--- config.mk ---
export PLATFORM = sky130hd
export DESIGN_NAME = serial_cell_sequencer
export DESIGN_NICKNAME = d
export VERILOG_FILES = /design/src/rtl/serial_cell_sequencer.sv
export SDC_FILE = /design/constraint.sdc
export NUM_CORES = 1
export LEC_CHECK = 0
export CAP_MARGIN = 40
export CELL_PAD_IN_SITES_DETAIL_PLACEMENT = 1
export CELL_PAD_IN_SITES_GLOBAL_PLACEMENT = 1
export CORE_MARGIN = 4
export CORE_UTILIZATION = 53
export DETAILED_ROUTE_END_ITERATION = 8
export DONT_BUFFER_PORTS = 1
export PLACE_DENSITY = 0.92
export SLEW_MARGIN = 20
export SYNTH_ARGS = -nofsm -noshare
export SYNTH_HDL_FRONTEND = slang
export SYNTH_SLANG_ARGS = --single-unit
--- constraint.sdc ---
create_clock -name clk -period 2.3 [get_ports clk]
set_input_delay 0.23 -clock clk [delete_from_list [all_inputs] [get_ports clk]]
set_output_delay 0.23 -clock clk [all_outputs]
set_load 0.05 [all_outputs]
--- src/rtl/serial_cell_sequencer.sv ---
`default_nettype none
// ============================================================================
// Module   : serial_cell_sequencer
// Brief    : Bit-serial controller that drives two WIDTH-bit operands through
//            a single combinational 1-bit cell, LSB first. Each cycle's K_out
//            becomes the next cycle's K_in, and the U bits are collected into
//            a WIDTH-bit result.
// Revision : 1.0 - initial release
// ============================================================================
module serial_cell_sequencer #(
    parameter int WIDTH = 8
) (
    input  logic             clk,
    input  logic             rst,
    input  logic             start,
    input  logic             abort,
    input  logic [WIDTH-1:0] a,
    input  logic [WIDTH-1:0] b,
    input  logic             k0,
    output logic             busy,
    output logic             done,
    output logic [WIDTH-1:0] result,
    output logic             k_final,
    output logic             cell_en,
    output logic             cell_x,
    output logic             cell_y,
    output logic             cell_kin,
    input  logic             cell_u,
    input  logic             cell_kout
);

    // Counter just wide enough to reach WIDTH-1.
    localparam int c_CNT_W = (WIDTH > 1) ? $clog2(WIDTH) : 1;
    localparam logic [c_CNT_W-1:0] c_LAST = c_CNT_W'(WIDTH - 1);

    typedef enum logic [1:0] {
        S_IDLE = 2'd0,
        S_RUN  = 2'd1,
        S_DONE = 2'd2
    } state_t;

    state_t               r_state;
    state_t               w_next;

    logic [WIDTH-1:0]     r_a_sr;
    logic [WIDTH-1:0]     r_b_sr;
    logic [WIDTH-1:0]     r_res_sr;
    logic                 r_carry;
    logic [c_CNT_W-1:0]   r_cnt;
    logic [WIDTH-1:0]     r_result;
    logic                 r_k_final;

    logic                 w_last;
    logic [WIDTH-1:0]     w_res_next;

    // Final-bit detect and the result shift register including this cycle's U.
    assign w_last     = (r_cnt == c_LAST);
    assign w_res_next = {cell_u, r_res_sr[WIDTH-1:1]};

    assign result  = r_result;
    assign k_final = r_k_final;

    // State register.
    always_ff @(posedge clk or posedge rst) begin
        if (rst) begin
            r_state <= S_IDLE;
        end else begin
            r_state <= w_next;
        end
    end

    // Next-state and cell/handshake outputs; cell drive comes only from registers.
    always_comb begin
        w_next   = r_state;
        busy     = 1'b0;
        done     = 1'b0;
        cell_en  = 1'b0;
        cell_x   = 1'b0;
        cell_y   = 1'b0;
        cell_kin = 1'b0;
        case (r_state)
            S_IDLE: begin
                if (start) begin
                    w_next = S_RUN;
                end
            end
            S_RUN: begin
                busy     = 1'b1;
                cell_en  = 1'b1;
                cell_x   = r_a_sr[0];
                cell_y   = r_b_sr[0];
                cell_kin = r_carry;
                if (abort) begin
                    w_next = S_IDLE;
                end else if (w_last) begin
                    w_next = S_DONE;
                end
            end
            S_DONE: begin
                done   = 1'b1;
                w_next = S_IDLE;
            end
            default: begin
                w_next = S_IDLE;
            end
        endcase
    end

    // Operand shifting, carry feedback, bit counting and result capture.
    always_ff @(posedge clk or posedge rst) begin
        if (rst) begin
            r_a_sr    <= '0;
            r_b_sr    <= '0;
            r_res_sr  <= '0;
            r_carry   <= 1'b0;
            r_cnt     <= '0;
            r_result  <= '0;
            r_k_final <= 1'b0;
        end else begin
            case (r_state)
                S_IDLE: begin
                    if (start) begin
                        r_a_sr   <= a;
                        r_b_sr   <= b;
                        r_res_sr <= '0;
                        r_carry  <= k0;
                        r_cnt    <= '0;
                    end
                end
                S_RUN: begin
                    if (abort) begin
                        // Cancelled: previous result and k_final stay visible.
                        r_carry <= 1'b0;
                        r_cnt   <= '0;
                    end else begin
                        r_a_sr   <= {1'b0, r_a_sr[WIDTH-1:1]};
                        r_b_sr   <= {1'b0, r_b_sr[WIDTH-1:1]};
                        r_res_sr <= w_res_next;
                        r_carry  <= cell_kout;
                        r_cnt    <= r_cnt + c_CNT_W'(1);
                        if (w_last) begin
                            r_result  <= w_res_next;
                            r_k_final <= cell_kout;
                            r_cnt     <= '0;
                        end
                    end
                end
                default: begin
                end
            endcase
        end
    end

endmodule
`default_nettype wire

Yosys cells after proc, flatten, opt, wreduce, memory -nomap -nowiden
Index checks and enable logic that the tools add are counted.
- flip-flop bits (word level): 39
- output and inout port bits: 15
- reduce and logical (&&, ||, !) cells: 6
- eq/ne operators: 6
- mux-type cells: 25
- add/subtract/negate cells: 1
- bitwise gates (word level): 1
- operators by type and width (cell ; number):
    $mux W8 ; 6
    $pmux W8 S2 ; 3
    $mux W3 ; 3
    $mux W1 ; 7
    $mux W2 ; 3
    $pmux W3 S2 ; 1
    $reduce_and A3 Y1 ; 2
    $ne A2 B2 Y1 const B ; 2
    $pmux W2 S2 ; 1
    $reduce_and A2 Y1 ; 2
    $add A3 B1 Y3 const B ; 1
    $eq A3 B3 Y1 const B ; 1
    $ne A3 B3 Y1 const B ; 1
    $eq A2 B1 Y1 const B ; 1
    $eq A2 B2 Y1 const B ; 1
    $logic_not A2 Y1 ; 1
    $pmux W1 S2 ; 1
    $reduce_bool A2 Y1 ; 1
    $not A1 Y1 ; 1

Logic depth before layout (Yosys ltp)
- depth after elaboration: 4
- mapped depth: 6
- mapped depth without buffers: 4

Least setup slack after synthesis
No wires, ideal clock.
- path type: register -> output
- start: register r_state[0]
- end: output cell_kin
- arrival time: 1.666 ns
- slack: 0.404 ns
- stages on the path, launching flop included: 6
- cells stage by stage: dfrtp_1 nor2b_1 buf_6 buf_6 buf_2 and2_1
- word-level cells in the longest chain between the ends: 2
- ends and longest elaborated chain (item ; RTL line ; text):
    from (decl) ; 42 ; state_t r_state;
    from (signal assigned) ; 68 ; r_state <= w_next;
    $eq A2 B1 Y1 ; 81 ; case (r_state)
    $mux W1 ; 81 ;
    to (decl) ; 27 ; output logic cell_kin,
No other way between the ends.

Final worst setup path
Same ends and word-level chain as after synthesis.

==> metrics <==
drt initial violations=19; met1 GRT Util=0.2098; Worst Skew=approximately 0.0093 ns; WP data arrival=1.91 ns; Peak VDD IR=roughly 520 uV; gr ovfl total=0; Nets=168; HP Start=cell_kout; r2r endpoint=result[2]; register area=950.9 sq um; Crit path max-delay family=simple AND/OR/NAND/NOR gates; met3 Use GR=0.07179; Netlist cell types=21; post-route ant nets=0; WS Path Type=register to output pin; Die H=65.76 um; max-cap viol count=0; final period utilization=0.9321; Final setup viols=0; critical path cell sequence=nor2b_4, and2_1; antenna fix cells=0; Leak=0.0008665 uW; sequential-to-total area share from yosys stat=0.5379; combined area of the multi-input logic cells=between 700 and 800 sq um; first-pass GRT wire length=~5800 um; TritonCTS clock tree=yes; register bit count reported by yosys=38; DRC viols=0; CP bufs+invs=0; vias in the first global route=around 1,200; IO buf count=0; Yosys Warn Count=0; Die Wd=65.76 um; Inst Count DP=179; Avg WL per Cell=18.21 um; Syn Inst Count=138; layout cells sized above 1=0.2797; # IOs=38; Area Overhead vs Synth=5.237%; unrepaired setup endpoints after global routing=false; largest stage delay on the critical path=between 0.5 and 0.6 ns; Rows=20; vias post-DR=1,036; hpwl dp=2538 um; CP required=2.07 ns; largest net degree at the start of global routing=27; Final min period=~2.1 ns; core area=roughly 0.0031 sq mm; Total Routing Usage GR=0.1848; Clock Pin Slew Worst Setup and Hold Paths=~0.1 ns; CTS buffer count=5; initial antenna violation count=0; DR pass1 iterations=2; Fill cells=318; Worst setup EP type=output pin; Worst Hold Class=input port to register; Fmax achieved=466.5 MHz; r2r worst-path depth=3; fin cells=187; worst-path fanout max=20; CTS H-Tree Depth=2; P per Cell Area=850.7 mW/mm^2; Initial Util=0.5652; most used routing layer=met2; CTS sink count=38; hold path cells=1; worst-margin pin slew=0.5622 ns; Post-Syn Area=around 0.0018 sq mm; status=completed; RePlAce Congestion=0.7746; post_cts resized=0; R2R setup slack=0.35 ns; routing usage on met2=0.3179; setup tns final=0 ns; final hold vios=0; Clock Tree Buf Depth=2; vias per cell=5.540; Pins Over Slew Limit=0; post-synth net total=163; DRT Wirelength=roughly 3400 um; slowest cell on the critical path=nor2b_4; clk_lat worst skew=0.33 ns; Slew headroom=0.6244; Worst Hold End=k_final; CP startpoint kind=register; Synth Area per Inst=12.81 sq um; DIE AREA=around 0.0043 sq mm; CTS Root Cell=clkbuf_4; RR Startpoint=r_state[1]; Setup Buffers After CTS=0
## per-stage QoR
stage | total power (uW) | util | setup slack (ns) | instance area (sq um) | hold WS (ns)
after floorplan | 1214 | - | 0.4040 | 1768 | 0.3671
after global placement | 1254 | 0.5772 | 0.4645 | 1805 | 0.1482
after detailed placement | 1292 | 0.5772 | 0.3322 | 1805 | 0.1668
after CTS | 1606 | 0.5948 | 0.1385 | 1861 | 0.02727
after global routing | 1691 | 0.5948 | 0.03534 | 1861 | 0.01537
final | 1583 | 0.5948 | 0.1562 | 1861 | 0.04350
## worst max path at each step
stage | end | cells after the start | start | slack, ns
after floorplan | cell_kin | 5 | r_state[0] | 0.40
after global placement | result[7] | 3 | r_state[1] | 0.46
after detailed placement | result[2] | 3 | r_state[1] | 0.33
after CTS | cell_kin | 2 | r_state[0] | 0.14
after global routing | cell_kin | 2 | r_state[0] | 0.04
final | cell_kin | 2 | r_state[0] | 0.16
## cell type report
| class | instances | share of cell area |
|---|---|---|
| sequential | 38 | 0.5111 |
| multi-input combinational | 83 | 0.3934 |
| tap | 44 | 0.02959 |
| clock buffer | 7 | 0.02421 |
| timing repair buffer | 5 | 0.02152 |
| inverter | 10 | 0.02017 |
## metal layers
metal,share of wire,routed length (um),up-vias
li1,-,-,476
met1,0.39,1343,528
met2,0.53,1798,27
met3,0.067,227,5
met4,0.010,35,0
met5,0,0,-
## Yosys cell counts, drive strengths merged
cell	n	area, sq um
dfrtp	38	950.9
nor2	1	3.750
a21oi	3	15.01
a22o	3	26.28
inv	10	37.54
buf	7	58.80
mux2	37	416.7
nor2b	6	37.54
o21ai	4	20.02
mux2i	7	70.07
nand2	10	37.54
o21bai	1	7.510
o22a	1	8.760
ha	2	25.02
nand2b	2	12.51
a21o	1	7.510
nor3b	1	7.510
and2	4	25.02
## state kept, by name, summed over array words and instances (netlist names)
name / cells
result: 8
r_a_sr: 8
r_b_sr: 8
r_cnt: 3
r_res_sr: 7
r_state: 2
r_carry: 1
k_final: 1
## cells in the final DEF, fill, tap and decap left out, drive strengths merged
cell         instances
o22a                 1
dlygate4sd3          1
nor2                 1
inv                 10
nor3b                1
nor2b                6
a21o                 1
o21bai               1
mux2                37
o21ai                4
buf                  4
a21oi                3
nand2b               2
dfrtp               38
and2                 4
a22o                 3
ha                   2
nand2               10
mux2i                7
clkbuf               7
## where the power goes
group | total (uW) | internal (uW) | leakage [uW] | switching (uW)
sequential | 881 | 801 | 0.000493 | 80.2
combinational | 391 | 191 | 0.000349 | 201
clock | 310 | 115 | 0.0000254 | 194
total | 1580 | 1110 | 0.000866 | 475
## repair_timing
action,CTS,global route
endpoints found under the hold margin,12,0
hold buffers,1,0
endpoints found under the setup margin,0,0
## kinds of logic (layout without fill, tap and decap cells)
| logic type | Yosys count | after routing | synth area share |
|---|---|---|---|
| buffers and inverters | 17 | 22 | 0.05449 |
| DFF | 38 | 38 | 0.5379 |
| and+or+nand+nor | 24 | 24 | 0.07006 |
| muxes | 44 | 44 | 0.2753 |
| adders and majority gates | 2 | 2 | 0.01415 |
| AOI/OAI and AO/OA | 13 | 13 | 0.04813 |
Note: power is estimated with default switching activity, not from simulation.
